**src/rtl/sfx_sequencer_if.sv**
```systemverilog
// sfx_sequencer_if: event inputs and audio/status outputs of the sound-effect
// sequencer, bundled so the game logic and the sequencer share one port.
interface sfx_sequencer_if;
   logic       hit;         // single-cycle pulse: ball hit a wall or paddle
   logic       score_evt;   // single-cycle pulse: a point was scored
   logic       score_side;  // 0 = ascending jingle, 1 = descending jingle
   logic       mute;        // level: silence the speaker, keep sequencing
   logic       pmod_1;      // square-wave audio
   logic       pmod_2;      // amplifier gain select
   logic       pmod_4;      // amplifier shutdown_n
   logic       busy;        // a sound is in progress
   logic [1:0] note_idx;    // current score note

   // Game-side view: raises events, observes the audio and status lines.
   modport master (
      output hit, score_evt, score_side, mute,
      input  pmod_1, pmod_2, pmod_4, busy, note_idx
   );

   // Sequencer-side view.
   modport slave (
      input  hit, score_evt, score_side, mute,
      output pmod_1, pmod_2, pmod_4, busy, note_idx
   );
endinterface

```
**src/rtl/sfx_sequencer.sv**
```systemverilog
// sfx_sequencer: plays a short hit tone on paddle/wall collisions and a
// three-note jingle (ascending or descending) when a point is scored.
// Every output is taken straight from a flop, so events show up one cycle
// after their input pulse.
module sfx_sequencer #(
   parameter int unsigned HIT_HP   = 113636,     // 440 Hz at 100 MHz
   parameter int unsigned NOTE1_HP = 56818,      // 880 Hz
   parameter int unsigned NOTE2_HP = 47778,      // 1046 Hz
   parameter int unsigned NOTE3_HP = 37921,      // 1318 Hz
   parameter int unsigned HIT_CYC  = 5_000_000,  // hit tone length
   parameter int unsigned NOTE_CYC = 10_000_000, // length of each score note
   parameter int unsigned GAP_CYC  = 2_000_000   // silence between notes
) (
   input logic            clk,
   input logic            rst,   // asynchronous, active-low
   sfx_sequencer_if.slave bus
);

   typedef enum logic [1:0] {
      IDLE = 2'd0,
      PLAY = 2'd1,
      GAP  = 2'd2
   } state_t;

   typedef enum logic {
      MODE_HIT   = 1'b0,
      MODE_SCORE = 1'b1
   } mode_t;

   // Terminal counts, pre-sized to the counter widths.
   localparam logic [23:0] HIT_LAST  = 24'(HIT_CYC - 1);
   localparam logic [23:0] NOTE_LAST = 24'(NOTE_CYC - 1);
   localparam logic [23:0] GAP_LAST  = 24'(GAP_CYC - 1);
   localparam logic [16:0] HP_HIT    = 17'(HIT_HP);
   localparam logic [16:0] HP_NOTE1  = 17'(NOTE1_HP);
   localparam logic [16:0] HP_NOTE2  = 17'(NOTE2_HP);
   localparam logic [16:0] HP_NOTE3  = 17'(NOTE3_HP);

   state_t      state;
   mode_t       mode;
   logic        dir;        // latched score_side of the running jingle
   logic [1:0]  note_idx;
   logic [23:0] dur;        // cycles spent in the current PLAY or GAP
   logic [16:0] ph;         // position within the current half-period
   logic        tone;       // unmuted square wave
   logic        pmod_1;
   logic        pmod_4;
   logic        busy;

   logic [1:0]  pitch;      // note_idx folded through the jingle direction
   logic [16:0] hp;         // half-period of whatever is playing
   logic        play_last;  // final cycle of the current tone or note
   logic        gap_last;   // final cycle of the current gap
   logic        ph_last;    // final cycle of the current half-period

   // Pick the half-period and flag the terminal count of each counter.
   always_comb begin
      // NOTE: every variable written here gets a value before any branch,
      // otherwise synthesis infers a latch to hold it on untaken paths.
      pitch = dir ? (2'd2 - note_idx) : note_idx;
      hp    = HP_HIT;
      if (mode == MODE_SCORE) begin
         case (pitch)
            2'd0:    hp = HP_NOTE1;
            2'd1:    hp = HP_NOTE2;
            default: hp = HP_NOTE3;
         endcase
      end
      play_last = (dur == ((mode == MODE_HIT) ? HIT_LAST : NOTE_LAST));
      gap_last  = (dur == GAP_LAST);
      ph_last   = (ph == (hp - 17'd1));
   end

   // Sequencer FSM with registered outputs: event handling, note/gap timing
   // and square-wave generation.
   always_ff @(posedge clk or negedge rst) begin
      // NOTE: only control and counter flops live here; they all need a
      // known value because the FSM decodes them straight out of reset.
      if (!rst) begin
         state    <= IDLE;
         mode     <= MODE_HIT;
         dir      <= 1'b0;
         note_idx <= 2'd0;
         dur      <= 24'd0;
         ph       <= 17'd0;
         tone     <= 1'b0;
         pmod_1   <= 1'b0;
         pmod_4   <= 1'b0;
         busy     <= 1'b0;
      end else if (bus.score_evt) begin
         // A score always (re)starts the jingle and swallows a coincident hit.
         // NOTE: non-blocking assignments, so every branch reads the
         // pre-edge values of the state and counters.
         state    <= PLAY;
         mode     <= MODE_SCORE;
         dir      <= bus.score_side;
         note_idx <= 2'd0;
         dur      <= 24'd0;
         ph       <= 17'd0;
         tone     <= 1'b0;
         pmod_1   <= 1'b0;
         pmod_4   <= 1'b1;
         busy     <= 1'b1;
      end else if (bus.hit && (state == IDLE || (state == PLAY && mode == MODE_HIT))) begin
         // A hit starts the tone from idle or restarts a running hit tone;
         // it never interrupts a jingle.
         state    <= PLAY;
         mode     <= MODE_HIT;
         note_idx <= 2'd0;
         dur      <= 24'd0;
         ph       <= 17'd0;
         tone     <= 1'b0;
         pmod_1   <= 1'b0;
         pmod_4   <= 1'b1;
         busy     <= 1'b1;
      end else begin
         case (state)
            IDLE: begin
               pmod_1 <= 1'b0;
            end

            PLAY: begin
               if (play_last) begin
                  dur    <= 24'd0;
                  ph     <= 17'd0;
                  tone   <= 1'b0;
                  pmod_1 <= 1'b0;
                  if (mode == MODE_SCORE && note_idx != 2'd2) begin
                     state <= GAP;
                  end else begin
                     state    <= IDLE;
                     note_idx <= 2'd0;
                     pmod_4   <= 1'b0;
                     busy     <= 1'b0;
                  end
               end else begin
                  dur <= dur + 24'd1;
                  if (ph_last) begin
                     ph     <= 17'd0;
                     tone   <= ~tone;
                     pmod_1 <= ~tone & ~bus.mute;
                  end else begin
                     ph     <= ph + 17'd1;
                     pmod_1 <= tone & ~bus.mute;
                  end
               end
            end

            GAP: begin
               pmod_1 <= 1'b0;
               if (gap_last) begin
                  state    <= PLAY;
                  note_idx <= note_idx + 2'd1;
                  dur      <= 24'd0;
                  ph       <= 17'd0;
                  tone     <= 1'b0;
               end else begin
                  dur <= dur + 24'd1;
               end
            end

            default: begin
               // Unused encoding: fall back to a silent idle.
               state    <= IDLE;
               note_idx <= 2'd0;
               dur      <= 24'd0;
               ph       <= 17'd0;
               tone     <= 1'b0;
               pmod_1   <= 1'b0;
               pmod_4   <= 1'b0;
               busy     <= 1'b0;
            end
         endcase
      end
   end

   assign bus.pmod_1   = pmod_1;
   assign bus.pmod_2   = 1'b1;   // gain select is tied high, even in reset
   assign bus.pmod_4   = pmod_4;
   assign bus.busy     = busy;
   assign bus.note_idx = note_idx;

endmodule

```
**src/flat_wrapper.sv**
```systemverilog
// flat-port wrapper written by rule: the top's interface ports become plain ports
module sfx_sequencer_flat 
#(
   parameter int unsigned HIT_HP   = 113636,                         
   parameter int unsigned NOTE1_HP = 56818,               
   parameter int unsigned NOTE2_HP = 47778,                
   parameter int unsigned NOTE3_HP = 37921,                
   parameter int unsigned HIT_CYC  = 5_000_000,                    
   parameter int unsigned NOTE_CYC = 10_000_000,                             
   parameter int unsigned GAP_CYC  = 2_000_000                           
)
  (clk, rst, bus_hit, bus_score_evt, bus_score_side, bus_mute, bus_pmod_1, bus_pmod_2, bus_pmod_4, bus_busy, bus_note_idx);
  sfx_sequencer_if bus_i ();
  input logic clk;
  input logic rst;
  input wire logic [$bits(bus_i.hit)-1:0] bus_hit;
  input wire logic [$bits(bus_i.score_evt)-1:0] bus_score_evt;
  input wire logic [$bits(bus_i.score_side)-1:0] bus_score_side;
  input wire logic [$bits(bus_i.mute)-1:0] bus_mute;
  output wire logic [$bits(bus_i.pmod_1)-1:0] bus_pmod_1;
  output wire logic [$bits(bus_i.pmod_2)-1:0] bus_pmod_2;
  output wire logic [$bits(bus_i.pmod_4)-1:0] bus_pmod_4;
  output wire logic [$bits(bus_i.busy)-1:0] bus_busy;
  output wire logic [$bits(bus_i.note_idx)-1:0] bus_note_idx;
  assign bus_i.hit = bus_hit;
  assign bus_i.score_evt = bus_score_evt;
  assign bus_i.score_side = bus_score_side;
  assign bus_i.mute = bus_mute;
  assign bus_pmod_1 = bus_i.pmod_1;
  assign bus_pmod_2 = bus_i.pmod_2;
  assign bus_pmod_4 = bus_i.pmod_4;
  assign bus_busy = bus_i.busy;
  assign bus_note_idx = bus_i.note_idx;
  sfx_sequencer #(.HIT_HP(HIT_HP), .NOTE1_HP(NOTE1_HP), .NOTE2_HP(NOTE2_HP), .NOTE3_HP(NOTE3_HP), .HIT_CYC(HIT_CYC), .NOTE_CYC(NOTE_CYC), .GAP_CYC(GAP_CYC)) u_core (.clk(clk), .rst(rst), .bus(bus_i));
endmodule
```
**config.mk**
```make
export PLATFORM = sky130hd
export DESIGN_NAME = sfx_sequencer_flat
export DESIGN_NICKNAME = d
export VERILOG_FILES = /design/src/rtl/sfx_sequencer_if.sv /design/src/rtl/sfx_sequencer.sv /design/src/flat_wrapper.sv
export SDC_FILE = /design/constraint.sdc
export NUM_CORES = 1
export LEC_CHECK = 0
export CORE_UTILIZATION = 35
export CTS_CLUSTER_SIZE = 16
export DETAILED_ROUTE_END_ITERATION = 8
export GPL_TIMING_DRIVEN = 1
export MAX_ROUTING_LAYER = met4
export PLACE_DENSITY = 0.55
export SLEW_MARGIN = 5
export SYNTH_ARGS = -nofsm -noshare
export SYNTH_HDL_FRONTEND = slang
export SYNTH_SLANG_ARGS = --single-unit
```
**constraint.sdc**
```tcl
create_clock -name clk -period 2.7 [get_ports clk]
set_clock_uncertainty 0.2 [all_clocks]
set_input_delay 0.675 -clock clk [delete_from_list [all_inputs] [get_ports clk]]
set_output_delay 0.675 -clock clk [all_outputs]
set_load 0.005 [all_outputs]
```
==> reports/qor.txt, run 1 <==
Final hold vios: 0
Initial Util: 0.3624
DR vias: 2846
Share of layout cells above drive strength 1: 0.1504
Core ar.: 8721 sq um
EDFF count, synth: 0
Post-layout minimum cycle time: 2.595 ns
Arrival time at the worst endpoint: 2.62 ns
Async SR Flop Fraction: 1.000
Die height: 97.03 um
First-pass GRT wire length: 13.66 mm
FF-to-FF End: u_core.bus.pmod_1
Antenna cell count: 0
Cells on worst reg2reg path: 7
Register area share after synthesis: 0.3959
Hold Crit Class: input pin to async pin
RSZ-0062 raised after global routing: no
Via density: 5.613
Antenna violations before repair: 0
Register bit total from synthesis: 50
Detail Placement HPWL: 5.716 mm
CP endpoint kind: flip-flop
Routed WL per cell: 15.72 um
F_max: 0.3853 GHz
Number of port buffers: 10
Root Buffer: clkbuf_8
Synth cell types: 55
Clk buf depth: 2
H-tree depth: 2
Worst VDD drop: 0.4135 mV
Final-report max-slew violation count: 0
Vias in the first global route: 2714
Mean Syn Cell Area: 8.588 sq um
Drt pass-1 iters: 4
Nets: 412
Data required, critical path: 2.72 ns
Cell count after synthesis: 368
Skew-Pair Late Insertion Delay: 0.32 ns
TNS Setup: 0 ns
Pleak: 1.528 nW
Sink Count: 50
Detailed Route Iter0 Violations: 142
Die area: 9414 sq um
Most frequent cells in the layout: dfrtp_1, nand2_1, buf_4, nor2_1, o21ai_0
Final setup vio count: 0
Placed insts: 496
Fin crit share: 0.9613
Synthesized cell area: 3161 sq um
Total track usage: 0.1833
Least-Margin Pin Slew: 0.6744 ns
Total Wirelength: 7.968 mm
Worst r2r src: u_core.mode
CTS tree: yes
Drc violations: 0
Status: completed
Most common cell after layout, fill and taps aside: dfrtp_1
Reg clk slew, reported paths: 0.10 ns
Main synth FF type: dfrtp_1
Pwr per Cell Area: 652.2 nW/um^2
Largest net degree at the start of global routing: 51
Fillers: 897
Max-capacitance violation count: 0
Top Ports: 12
Post-route ant nets: 0
Row count: 34
GRT overflow: 0
Area of the multi-input gates: 1795 sq um
DP Area: 3535 sq um
Pwr Total: 2.419 mW
Startpoint types: flip-flop
Die X: 97.03 um
Register area: 1252 sq um
TritonCTS buffer count: 5
Syn. warnings: 0
WS Path Type: flip-flop to flip-flop
Synthesized Nets: 382
Gpl congestion: 0.8621
Register-to-Register Setup Slack: 0.10 ns
Area grow syn2layout: 17.34%
Post-layout util: 0.4253
Design area: 3709 sq um
Relative slew margins: 0.5504
Peak fanout along the critical path: 5
Non-filler cells, final: 507
==> metrics by stage <==
| stage | hold WS [ns] | worst slack [ns] |
|---|---|---|
| 6_report | 0.2751 | 0.1045 |
| 5_1_grt | 0.3371 | 0.005137 |
| 4_1_cts | 0.3068 | 0.007171 |
| 3_5_place_dp | 0.2902 | -0.004081 |
| 3_3_place_gp | 0.2746 | 0.005886 |
| 2_1_floorplan | 0.1794 | 0.1904 |
==> final cells by class <==
cell class,count,area share
tap,108,0.03644
inverter,18,0.01822
multi-input combinational,281,0.4841
clock buffer,6,0.01957
timing repair buffer,42,0.09379
clock inverter,2,0.01012
sequential,50,0.3377
==> synth_stat cells, types with 5 or more instances <==
| master | count | area [sq um] |
|---|---|---|
| a21oi_1 | 11 | 55.05 |
| a22o_1 | 6 | 52.55 |
| a31oi_1 | 13 | 81.33 |
| and3_1 | 12 | 75.07 |
| buf_2 | 6 | 30.03 |
| clkbuf_1 | 11 | 41.29 |
| dfrtp_1 | 50 | 1251 |
| ha_1 | 8 | 100.1 |
| inv_1 | 18 | 67.56 |
| mux2i_1 | 6 | 60.06 |
| nand2_1 | 46 | 172.7 |
| nand2b_1 | 5 | 31.28 |
| nand3_1 | 20 | 100.1 |
| nand4_1 | 15 | 93.84 |
| nor2_1 | 24 | 90.09 |
| nor2b_1 | 6 | 37.54 |
| nor3_1 | 10 | 50.05 |
| o21ai_0 | 22 | 110.1 |
| o31ai_1 | 6 | 45.04 |
| xnor2_1 | 6 | 52.55 |
| xor2_1 | 12 | 105.1 |
==> power breakdown <==
group	switching [mW]	internal (mW)
Clock	0.273	0.277
Sequential	0.0439	0.794
Combinational	0.589	0.442
==> state kept, by name, indices dropped and copies added, names as in the netlist <==
| name | flops |
|---|---|
| u_core.ph | 17 |
| u_core.bus.pmod_1 | 1 |
| u_core.bus.pmod_4 | 1 |
| u_core.mode | 1 |
| u_core.dur | 24 |
| u_core.dir | 1 |
| u_core.bus.note_idx | 2 |
| u_core.tone | 1 |
| u_core.state | 2 |
==> cell families after synthesis <==
| group | count (synthesis) | synth area share |
|---|---|---|
| xor+xnor | 18 | 0.04988 |
| buf+inv | 37 | 0.04869 |
| fa+ha+maj | 8 | 0.03167 |
| simple gates | 168 | 0.2843 |
| other cells | 1 | 0.001187 |
| compound gates | 78 | 0.1623 |
| mux | 8 | 0.02613 |
| flops | 50 | 0.3959 |
==> timing repair <==
action                     4_1_cts  5_1_grt
pin swaps                        0        3
setup endpoints to repair        6       35
hold buffers                     0        0
resized for setup                1        9
buffers inserted                 0        3
==> worst max-delay path, stage by stage (launching register included) <==
cell and delay, ns:
dfrtp_1 0.41, buf_4 0.13, or3b_2 0.43, a211oi_1 0.32, o2111ai_1 0.19, or3_4 0.46, xor2_1 0.18, nor3b_2 0.19
==> per-layer routing <==
metal	global-route usage	vias to the layer above	share of wire
met5	-	-	0
met4	0.04822	0	0.014
met3	0.02673	11	0.035
met1	0.2437	1383	0.48
li1	-	1386	-
met2	0.2931	66	0.47
==> how the worst max path moves through the flow <==
stage                                 from                end  slack, ns  depth (start not counted)
global placement             u_core.dur[1]      u_core.dur[7]      0.006                          7
detailed placement           u_core.dur[1]     u_core.dur[10]     -0.004                          7
floorplan           u_core.bus.note_idx[0]      u_core.ph[10]       0.19                          9
finish                         u_core.mode  u_core.bus.pmod_1       0.10                          7
global route                   u_core.mode    u_core.state[1]      0.005                          7
CTS                            u_core.mode  u_core.bus.pmod_1      0.007                          8
(Power assumes the default switching activity.)
==> inputs of run 2 (changes only) <==
- CORE_UTILIZATION: 35 -> 55
- PLACE_DENSITY: 0.55 -> 0.79
- REMOVE_ABC_BUFFERS: unset -> 1
==> run 2 against run 1 <==
Non-clock buffer count is 8 lower; clock power is 15% lower; hold slack worse by 0.22 ns; final area is 3.6% lower; sequential cell count stayed put.
==> reports/qor.txt, run 2 (synthesis gave the netlist of run 1 again) <==
Post-layout util: 0.6489
Peak fanout along the critical path: 6
WS Path Type: flip-flop to flip-flop
Core ar.: 5507 sq um
CP endpoint kind: flip-flop
Gpl congestion: 0.9375
First-pass GRT wire length: 12.45 mm
CTS Hold Bufs: 0
TritonCTS buffer count: 5
Fillers: 462
Total Wirelength: 7.485 mm
Sequential share of power: 0.377
Register area: 1251 sq um
Reg clk slew, reported paths: 0.09 ns
Max-capacitance violation count: 0
Drt pass-1 iters: 5
Top reg by flops: u_core.dur
Switch share: 0.3880
Final hold vios: 0
Root Buffer: clkbuf_8
Clock share of power: 0.209
Initial Util: 0.5740
CTS tree: yes
Routed WL per cell: 16.17 um
Detail Placement HPWL: 5.521 mm
Largest net degree at the start of global routing: 23
Worst hold-check slack: 0.05919 ns
Final setup vio count: 0
Fin crit share: 0.9599
Pwr per Cell Area: 624.2 nW/um^2
F_max: 0.3858 GHz
Nets: 404
Total track usage: 0.2666
Switching Power: 865.4 uW
Die height: 77.81 um
Startpoint types: flip-flop
Number of port buffers: 10
Area of the multi-input gates: 1782 sq um
Register-to-Register Setup Slack: 0.11 ns
Largest register FFs: 24
Sink Count: 50
Regs by FF count: u_core.dur x24, u_core.ph x17
Data required, critical path: 2.72 ns
Die X: 77.81 um
Top Ports: 12
Vias in the first global route: 2699
RSZ-0062 raised after global routing: yes
DR vias: 2861
Status: completed
Share of layout cells above drive strength 1: 0.1330
GRT overflow: 0
Antenna cell count: 0
Gate power share: 0.414
Clk buf depth: 2
Worst VDD drop: 0.3410 mV
H-tree depth: 2
Most common cell after layout, fill and taps aside: dfrtp_1
Drc violations: 0
Final-report max-slew violation count: 0
Post-layout minimum cycle time: 2.592 ns
Most frequent cells in the layout: dfrtp_1, nand2_1, nor2_1, buf_4, o21ai_0
Internal: 1.365 mW
Hold Crit Class: input pin to async pin
Arrival time at the worst endpoint: 2.62 ns
Detailed Route Iter0 Violations: 180
Die area: 6054 sq um
Post-route ant nets: 0
Pleak: 1.479 nW
Area grow syn2layout: 13.06%
Antenna violations before repair: 0
Skew-Pair Late Insertion Delay: 0.30 ns
Row count: 27
Via density: 6.179
-- run 2: changes by cell type in the layout (fill, tap and decap cells not counted), sizes merged --
cell and change:
buf -8, bufinv -1, clkinv +1
-- run 2: power by group through the flow --
| stage | Sequential [mW] | Clock (mW) | Combinational, mW |
|---|---|---|---|
| 6_report | 0.841 | 0.466 | 0.923 |
| 5_1_grt | 0.848 | 0.505 | 1.01 |
| 4_1_cts | 0.842 | 0.474 | 0.877 |
| 3_5_place_dp | 0.856 | 0 | 0.872 |
| 3_3_place_gp | 0.852 | 0 | 0.855 |
| 2_1_floorplan | 0.851 | 0 | 0.549 |
-- run 2: per-layer routing --
metal | track usage | wire length (um) | vias to the layer above
met5 | - | 0 | -
met4 | 0.09057 | 119 | 0
met3 | 0.03059 | 340 | 11
met2 | 0.4504 | 3735 | 82
met1 | 0.3313 | 3289 | 1392
li1 | - | - | 1376
-- run 2: worst paths after layout --
path,from,to,depth (start not counted)
setup / recovery,u_core.bus.note_idx[0],u_core.bus.pmod_1,8
hold / removal,rst,u_core.dir,1
setup reg to reg,u_core.bus.note_idx[0],u_core.bus.pmod_1,8
hold reg to reg,u_core.tone,u_core.tone,1
max in group asynchronous,rst,u_core.ph[9],2
min in group clk,u_core.tone,u_core.tone,1
-- run 2: per-stage QoR --
step                      power (mW)  setup TNS (ns)  worst slack, ns  instance area [sq um]  std cells
after floorplan                1.400               0         0.008113                   3074        349
after global placement         1.707               0          0.03363                   3437        453
after detailed placement       1.727               0          0.02113                   3437        453
after CTS                      2.193               0          0.01201                   3532        461
after global routing           2.365        -0.04950         -0.04240                   3573        463
final                          2.230               0           0.1081                   3573        463
-- run 2: what timing repair did --
item | in CTS | in global routing
setup buffers | 0 | 2
resized for setup | 0 | 7
hold endpoints to repair | 0 | 0
endpoints found under the setup margin | 0 | 27
-- run 2: layout make-up --
| class | count | share of cell area |
|---|---|---|
| Timing Repair Buffer | 34 | 0.08053 |
| Sequential cell | 50 | 0.3501 |
| Tap cell | 72 | 0.02521 |
| Clock inverter | 2 | 0.003501 |
| Multi-Input combinational cell | 281 | 0.4986 |
| Clock buffer | 6 | 0.02311 |
| Inverter | 18 | 0.01891 |
-- run 2: critical path: stages (launching register included) --
cell	delay, ns
dfrtp_1	0.39
buf_4	0.16
ha_1	0.24
nor4b_1	0.35
o2bb2ai_1	0.17
o2111ai_1	0.16
or3_1	0.50
xor2_1	0.18
nor3b_1	0.17
